### src/rtl/truth_table_scanner.sv
// Truth-table scanner: walks {x,y,z} through all eight input vectors, samples F/Fn
// after a settle delay and publishes minterm/maxterm masks once per complete scan.
module truth_table_scanner #(
   parameter int SETTLE_CYCLES = 2
) (
   input  logic       clk,
   input  logic       rst,
   input  logic       start,
   input  logic       f_in,
   input  logic       fn_in,
   output logic       x,
   output logic       y,
   output logic       z,
   output logic       busy,
   output logic       done,
   output logic [7:0] minterm_mask,
   output logic [7:0] maxterm_mask,
   output logic [3:0] minterm_count,
   output logic       mismatch
);
   // state  | meaning
   // IDLE   | waiting for start; result outputs hold the last published scan
   // SETTLE | vector driven on x/y/z, waiting for the device under scan
   // SAMPLE | f_in/fn_in captured into shadow bit [idx] at the ending edge
   // DONE   | results published, one-cycle done pulse
   typedef enum logic [1:0] {
      IDLE   = 2'd0,
      SETTLE = 2'd1,
      SAMPLE = 2'd2,
      DONE   = 2'd3
   } state_t;

   state_t     state;
   state_t     state_nxt;
   logic [2:0] idx;
   logic [2:0] idx_nxt;
   logic [3:0] settle_cnt;
   logic       settle_tc;
   logic [7:0] shadow_min;
   logic [7:0] shadow_max;
   logic       mismatch_acc;
   logic [7:0] min_final;
   logic [7:0] max_final;
   logic       mismatch_final;

   function automatic logic [3:0] popcount8(input logic [7:0] v);
      logic [3:0] n;
      n = '0;
      for (int i = 0; i < 8; i++) n = n + {3'b000, v[i]};
      return n;
   endfunction

   assign settle_tc = (settle_cnt == 4'(SETTLE_CYCLES - 1));

   always_ff @(posedge clk) begin
      if (rst) state <= IDLE;
      else     state <= state_nxt;
   end

   always_comb begin
      state_nxt = state;
      case (state)
         IDLE:    if (start) state_nxt = SETTLE;
         SETTLE:  if (settle_tc) state_nxt = SAMPLE;
         SAMPLE:  state_nxt = (idx == 3'd7) ? DONE : SETTLE;
         DONE:    state_nxt = IDLE;
         default: state_nxt = IDLE;
      endcase
   end

   always_comb begin
      busy = (state != IDLE);
      done = (state == DONE);
   end

   // idx stops at 7 on the last sample so no ninth vector is ever driven
   always_comb begin
      idx_nxt = idx;
      if (state == IDLE && start)              idx_nxt = 3'd0;
      else if (state == SAMPLE && idx != 3'd7) idx_nxt = idx + 3'd1;
   end

   // Shadow state merged with the sample currently being taken
   always_comb begin
      min_final      = shadow_min;
      max_final      = shadow_max;
      min_final[idx] = f_in;
      max_final[idx] = fn_in;
      mismatch_final = mismatch_acc | (f_in == fn_in);
   end

   always_ff @(posedge clk) begin
      if (rst) begin
         idx           <= '0;
         settle_cnt    <= '0;
         shadow_min    <= '0;
         shadow_max    <= '0;
         mismatch_acc  <= 1'b0;
         {x, y, z}     <= 3'b000;
         minterm_mask  <= '0;
         maxterm_mask  <= '0;
         minterm_count <= '0;
         mismatch      <= 1'b0;
      end else begin
         idx       <= idx_nxt;
         {x, y, z} <= (state_nxt == SETTLE || state_nxt == SAMPLE) ? idx_nxt : 3'b000;
         case (state)
            IDLE: begin
               if (start) begin
                  settle_cnt   <= '0;
                  shadow_min   <= '0;
                  shadow_max   <= '0;
                  mismatch_acc <= 1'b0;
               end
            end
            SETTLE: settle_cnt <= settle_tc ? 4'd0 : settle_cnt + 4'd1;
            SAMPLE: begin
               settle_cnt   <= '0;
               shadow_min   <= min_final;
               shadow_max   <= max_final;
               mismatch_acc <= mismatch_final;
               if (idx == 3'd7) begin
                  minterm_mask  <= min_final;
                  maxterm_mask  <= max_final;
                  minterm_count <= popcount8(min_final);
                  mismatch      <= mismatch_final;
               end
            end
            default: ;
         endcase
      end
   end

endmodule

### config.mk
export PLATFORM = sky130hd
export DESIGN_NAME = truth_table_scanner
export DESIGN_NICKNAME = d
export VERILOG_FILES = /design/src/rtl/truth_table_scanner.sv
export SDC_FILE = /design/constraint.sdc
export NUM_CORES = 1
export LEC_CHECK = 0
export ABC_AREA = 1
export CAP_MARGIN = 10
export CORE_AREA = 5 5 89 91
export DETAILED_ROUTE_END_ITERATION = 10
export DIE_AREA = 0 0 94 96
export GPL_TIMING_DRIVEN = 1
export PLACE_DENSITY = 0.6
export SKIP_LAST_GASP = 1
export SLEW_MARGIN = 15
export SYNTH_ARGS = -nofsm -noshare
export SYNTH_HDL_FRONTEND = slang
export SYNTH_SLANG_ARGS = --single-unit
### constraint.sdc
create_clock -name clk -period 3.74 [get_ports clk]
set_input_delay 0.748 -clock clk [delete_from_list [all_inputs] [get_ports clk]]
set_output_delay 0.748 -clock clk [all_outputs]
set_load 0.03 [all_outputs]
Word level (Yosys, flattened, before mapping)

Cells that the tools add are included.

$add $sub $neg: 9
Multipliers: 0
Divide/modulo/power cells: 0
Magnitude comparators: 2
Equality and inequality tests: 10
Shift-type cells: 0
Muxes and demuxes: 18
Bitwise gates (word level): 2
Reductions and logical operators: 12

Operators with widths:

| kind                                                                                 | number |
|---|---|
| 8-bit one-hot mux with 2 select lines                                                | 2 |
| 4-bit by 1-bit adder with 4-bit output                                               | 4 |
| 8-bit bitwise mux                                                                    | 2 |
| 4-bit one-hot mux with 3 select lines                                                | 1 |
| 4-bit 2-to-1 mux                                                                     | 2 |
| 8-bit 2-to-1 mux                                                                     | 1 |
| 2-bit one-hot mux with 4 select lines                                                | 1 |
| 2-bit equality test (second input constant)                                          | 3 |
| 2-bit 2-to-1 mux                                                                     | 3 |
| 3-bit 2-to-1 mux                                                                     | 2 |
| 2-bit AND reduction                                                                  | 3 |
| 3-bit by 1-bit adder with 4-bit output                                               | 1 |
| 4-bit by 1-bit adder with 4-bit output (second input constant)                       | 1 |
| 2-bit by 1-bit equality test with 1-bit output (second input constant)               | 2 |
| 4-bit by 1-bit equality test with 1-bit output (second input constant)               | 1 |
| 3-bit by 4-bit < comparator with 1-bit output (second input constant)                | 1 |
| 2-bit nonzero test                                                                   | 2 |
| 2-bit by 1-bit adder with 3-bit output                                               | 1 |
| 3-bit by 1-bit adder with 3-bit output (second input constant)                       | 1 |
| 1-bit demux with 3-bit select                                                        | 1 |
| 3-bit equality test (second input constant)                                          | 1 |
| 3-bit by 1-bit greater-or-equal comparator with 1-bit output (second input constant) | 1 |
| 1-bit logical AND                                                                    | 3 |
| 3-bit != test (second input constant)                                                | 1 |
| 11 further kinds                                                                     | 12 |

Register bits after elaboration: 50
Latch bits: 0
Memory bits (writable): 0
ROM bits: 0
Output and inout port bits: 26
Logic and storage cells: 66
Memories: 0

Depth between registers and ports, before layout

Gate-level depths: netlist (run 1).

Word-level depth: 12
Depth in mapped cells: 14
Depth with buffers taken out: 13

Worst setup path before layout (run 1)

OpenSTA, ideal clock, no wires.

Path type: in2reg
Start point: in f_in
End point: reg minterm_count[2]
Arrival: 3.316 ns
Path slack: 0.354 ns
Stages: 12
Buffers on the path: 0
Path through: inv_1 > nand4_1 > nand2_1 > fa_1 > fa_1 > fa_1 > inv_1 > ha_1 > inv_1 > fa_1 > xor2_1 > a21oi_1

Longest elaborated chain between the ends: 8

Ends and longest elaborated chain:

| element                                             | RTL line | RTL |
|---|---|---|
| start: declaration                                  | 9        | `input logic f_in,` |
| 8-bit bitwise mux *                                 | 87       | `min_final[idx] = f_in;` |
| 1-bit by 1-bit adder with 2-bit output              | 49       | `for (int i = 0; i < 8; i++) n = n + {3'b000, v[i]};` |
| 2-bit by 1-bit adder with 3-bit output              | 49       |  |
| 3-bit by 1-bit adder with 4-bit output              | 49       |  |
| 4-bit by 1-bit adder with 4-bit output (3 in a row) | 49       |  |
| 4-bit by 1-bit adder with 4-bit output *            | 49       |  |
| end signal: assignment                              | 125      | `minterm_count <= popcount8(min_final);` |
| end: declaration                                    | 18       | `output logic [3:0] minterm_count,` |

Every way passes the cells marked *; elsewhere a longest branch is shown, timed or not.
A chain may end at the register's enable or synchronous reset.

Worst setup path after layout (run 1)

Start point: reg idx[2]
End point: reg minterm_count[2]

Longest elaborated chain between the ends: 12
Elaborated cells on any way between the ends: 15

Ends and longest elaborated chain:

| element                                                                                                                                             | RTL line | RTL |
|---|---|---|
| start: declaration                                                                                                                                  | 35       | `logic [2:0] idx;` |
| start signal: assignment                                                                                                                            | 105      | `idx <= idx_nxt;` |
| 3-bit by 4-bit < comparator with 1-bit output (not written as such) or 3-bit by 1-bit greater-or-equal comparator with 1-bit output (tied branches) | 87       |  |
| 1-bit logical AND (not written as such)                                                                                                             | 87       |  |
| 1-bit 2-to-1 mux (not written as such)                                                                                                              | 87       |  |
| 1-bit demux with 3-bit select                                                                                                                       | 87       |  |
| 8-bit bitwise mux                                                                                                                                   | 87       |  |
| 1-bit by 1-bit adder with 2-bit output                                                                                                              | 49       |  |
| 2-bit by 1-bit adder with 3-bit output                                                                                                              | 49       |  |
| 3-bit by 1-bit adder with 4-bit output                                                                                                              | 49       |  |
| 4-bit by 1-bit adder with 4-bit output (4 in a row)                                                                                                 | 49       |  |

Parallel ways exist; a longest one is shown, timed or not.

==> flow_summary_export.csv, run 1 <==
group,metric,value,unit
cells_and_area,drive_gt1_frac,0.0829,
synth,synth_ff_type,"dfxtp_1",
detailed_routing,routed.top_layer,"met4",
global_routing,grt_pass1_vias,2219,
timing,fmax,293,MHz
pwr,p_sw_frac,0.248,
timing,slew_headroom,0.438,
cells_and_area,final_nets,413,
pwr,powerDensity,297,mW/mm²
timing,worst_pin_slew,0.840,ns
pwr,p_leak,0.00135,µW
die,start_util,0.358,
status,status,"completed",
die,die_h,96,µm
worst_setup_path,worstPathMaxFanout,8,
worst_setup_path,crit_required,3.90,ns
synth,synthesis.area,0.00253,mm²
detailed_routing,drt_pass1_iterations,4,
synth,syn-num-nets,375,
worst_setup_path,crit_family,"adder cells",
placement,place_congestion,0.840,
global_routing,grt_max_degree,40,
timing,setup_viol,0,
global_routing,antenna_found_initial,0,
pwr,p_int,690,µW
synth,synth_cell_types,23,
detailed_routing,met1Wirelength,2730,µm
pwr,power,917,µW
timing,period_share,0.911,
worst_setup_path,critPathArrivalTime,3.57,ns
pwr,combPwrFrac,0.071,
pwr,p_sw,227,µW
flow_run,cap_viol_max_count,0,
timing,period_needed,3.41,ns
synth,yosysSeqAreaShare,0.396,
timing,maxSlewViolCount,0,
detailed_routing,viasPerCell,4.61,
worst_setup_path,slowest_stage,"fa_1",
clock_network,htree_levels,2,
min_path,hold_path.class,"flop to flop",
clock_network,cts_tree,"done",
timing,hold_violations,0,
detailed_routing,num_vias,2291,
synth,synth_edf_count,0,
die,dieWidth,94,µm
synth,syn_area_per_cell,7.04,µm²
pwr,ir_drop,0.163,mV
cells_and_area,final_common_cell,"nand2_1",
clock_network,cts_buffer_depth,2,
die,die_area,0.00902,mm²
pwr,seqPwrFrac,0.587,
placement,pre_cts_slack,-0.287,ns
cells_and_area,final_cell_mix,"nand2_1, inv_1, dfxtp_1",
detailed_routing,wirelength,5630,µm
timing,clock_skew,0.0105,ns
global_routing,grt_pass1_wl,9910,µm
cells_and_area,diodes,0,
detailed_routing,drcViolationCount,0,
pwr,power_frac_clock,0.342,
placement,dp_hpwl,4080,µm
worst_setup_path,worstSetupPathType,"flop to flop",
detailed_routing,drtIter0Drc,126,
detailed_routing,antenna_left,0,
clock_network,cts.clk_slew.worst_paths,0.10,ns
clock_network,insertion_delay,0.31,ns
detailed_routing,routedWlPerCell,11.3,µm
worst_setup_path,cp-end-kind,"flop",
detailed_routing,dr_wl_met2,2570,µm
placement,port_buffers,30,
global_routing,overflow,0,
clock_network,cts_root_buffer,"clkbuf_8",
clock_network,clkSinkCount,50,
cells_and_area,syn_to_final_growth,22.1,%
synth,async_flop_share,0,
synth,synthCells,359,
clock_network,postCtsHoldBufs,0,
worst_setup_path,slowest_delay,0.55,ns
synth,synth_warnings,0,
worst_setup_path,critPathLaunchType,"flop",
global_routing,grtUsageTotal,0.136,
clock_network,cts_inserted_buffers,5,
worst_setup_path,path_cells,"inv_1, nand3_1, nand2_1, nand2_2, fa_1, fa_1, fa_1, inv_1, ha_2, inv_1, fa_1, xor2_1, a21oi_1",
die,coreArea,0.00706,mm²
worst_setup_path,crit_top_cell,"fa_1",
timing,grt_setup_unrepaired,"no",
synth,ys_ff_latch,50,
timing,worst_slack,0.331,ns
die,rows,31,
worst_setup_path,cp_num_buf_inv,3,
detailed_routing,wl_met3,260,µm
die,io_pins,31,
## cell families after synthesis
| logic type | synth area share |
|---|---|
| flip-flops | 0.396 |
| AND/OR/NAND/NOR | 0.286 |
| XOR/XNOR | 0.0104 |
| adder cells (fa/ha/maj) | 0.0663 |
| buffers and inverters | 0.120 |
| AO/OA/AOI/OAI | 0.121 |
## tightest hold or removal path, delay by kind of cell (launching register included)
kind | cells | cell delay, ns
flip-flops | 1 | 0.32
AND/OR/NAND/NOR | 1 | 0.06
AO/OA/AOI/OAI | 1 | 0.05
## state kept, by name, summed over array words and instances, names as in the netlist, 2 cells and up
name	cells
idx	3
minterm_count	4
maxterm_mask	8
settle_cnt	4
shadow_max	8
state	2
minterm_mask	8
shadow_min	8
## layout make-up
class	count	area, µm²
flip-flops and latches	50	1000
multi-input cells	237	1240
clock inverters	2	13.8
repair buffers	46	423
inverters	57	214
well taps	99	124
clock buffers	6	72.6
fillers	753	3970
## through the flow
stage	hold WS, ns	instances	utilization	TNS, ns	cell area, µm²
after floorplan	0.444	359	-	0	2530
after global placement	0.451	486	0.419	-0.470	2960
after detailed placement	0.455	486	0.419	-0.620	2960
after CTS	0.471	494	0.431	0	3050
after global routing	0.486	497	0.437	0	3090
final	0.469	497	0.437	0	3090
## synthesized netlist by cell type (2+ instances only)
| cell type | n | area (µm²) |
|---|---|---|
| a21oi_1 | 28 | 140 |
| buf_2 | 6 | 30.0 |
| buf_4 | 3 | 22.5 |
| buf_6 | 2 | 22.5 |
| clkbuf_1 | 4 | 15.0 |
| dfxtp_1 | 50 | 1000 |
| fa_1 | 4 | 80.1 |
| ha_1 | 7 | 87.6 |
| inv_1 | 55 | 206 |
| nand2_1 | 105 | 394 |
| nand3_1 | 32 | 160 |
| nand4_1 | 13 | 81.3 |
| nor2_1 | 17 | 63.8 |
| o21a_1 | 15 | 113 |
| o21ai_0 | 9 | 45.0 |
| xor2_1 | 2 | 17.5 |
## power groups by stage
stage | clock [µW] | combinational [µW] | sequential, µW
2_1_floorplan | 0 | 41.7 | 550
3_3_place_gp | 0 | 63.8 | 551
3_5_place_dp | 0 | 64.2 | 551
4_1_cts | 327 | 64.8 | 538
5_1_grt | 346 | 73.5 | 539
6_report | 313 | 65.4 | 538
## path summary, 6_finish.rpt
kind | from | cells past startpoint | slack [ns] | endpoint
setup / recovery | idx[2] | 13 | 0.33 | minterm_count[2]
hold / removal | shadow_max[6] | 2 | 0.47 | shadow_max[6]
hold reg to reg | shadow_max[6] | 2 | 0.47 | shadow_max[6]
setup reg to reg | idx[2] | 13 | 0.33 | minterm_count[2]
## timing repair
action	4_1_cts	5_1_grt
setup buffers	0	3
hold endpoints to repair	0	0
gates resized for setup	0	7
setup endpoints to repair	0	2
## layer usage
layer | vias to the layer above | track usage
met2 | 41 | 0.232
li1 | 1209 | -
met1 | 1032 | 0.173
met5 | - | 0
met4 | 0 | 0.0325
met3 | 9 | 0.0328
No activity file was read; power rests on OpenSTA's default activity.
==> run 2: changes to the inputs <==
Settings changed: CTS_CLUSTER_SIZE set to 12.
==> results of run 2 <==
Final layout, timing and power as in run 1 (identical DEF).
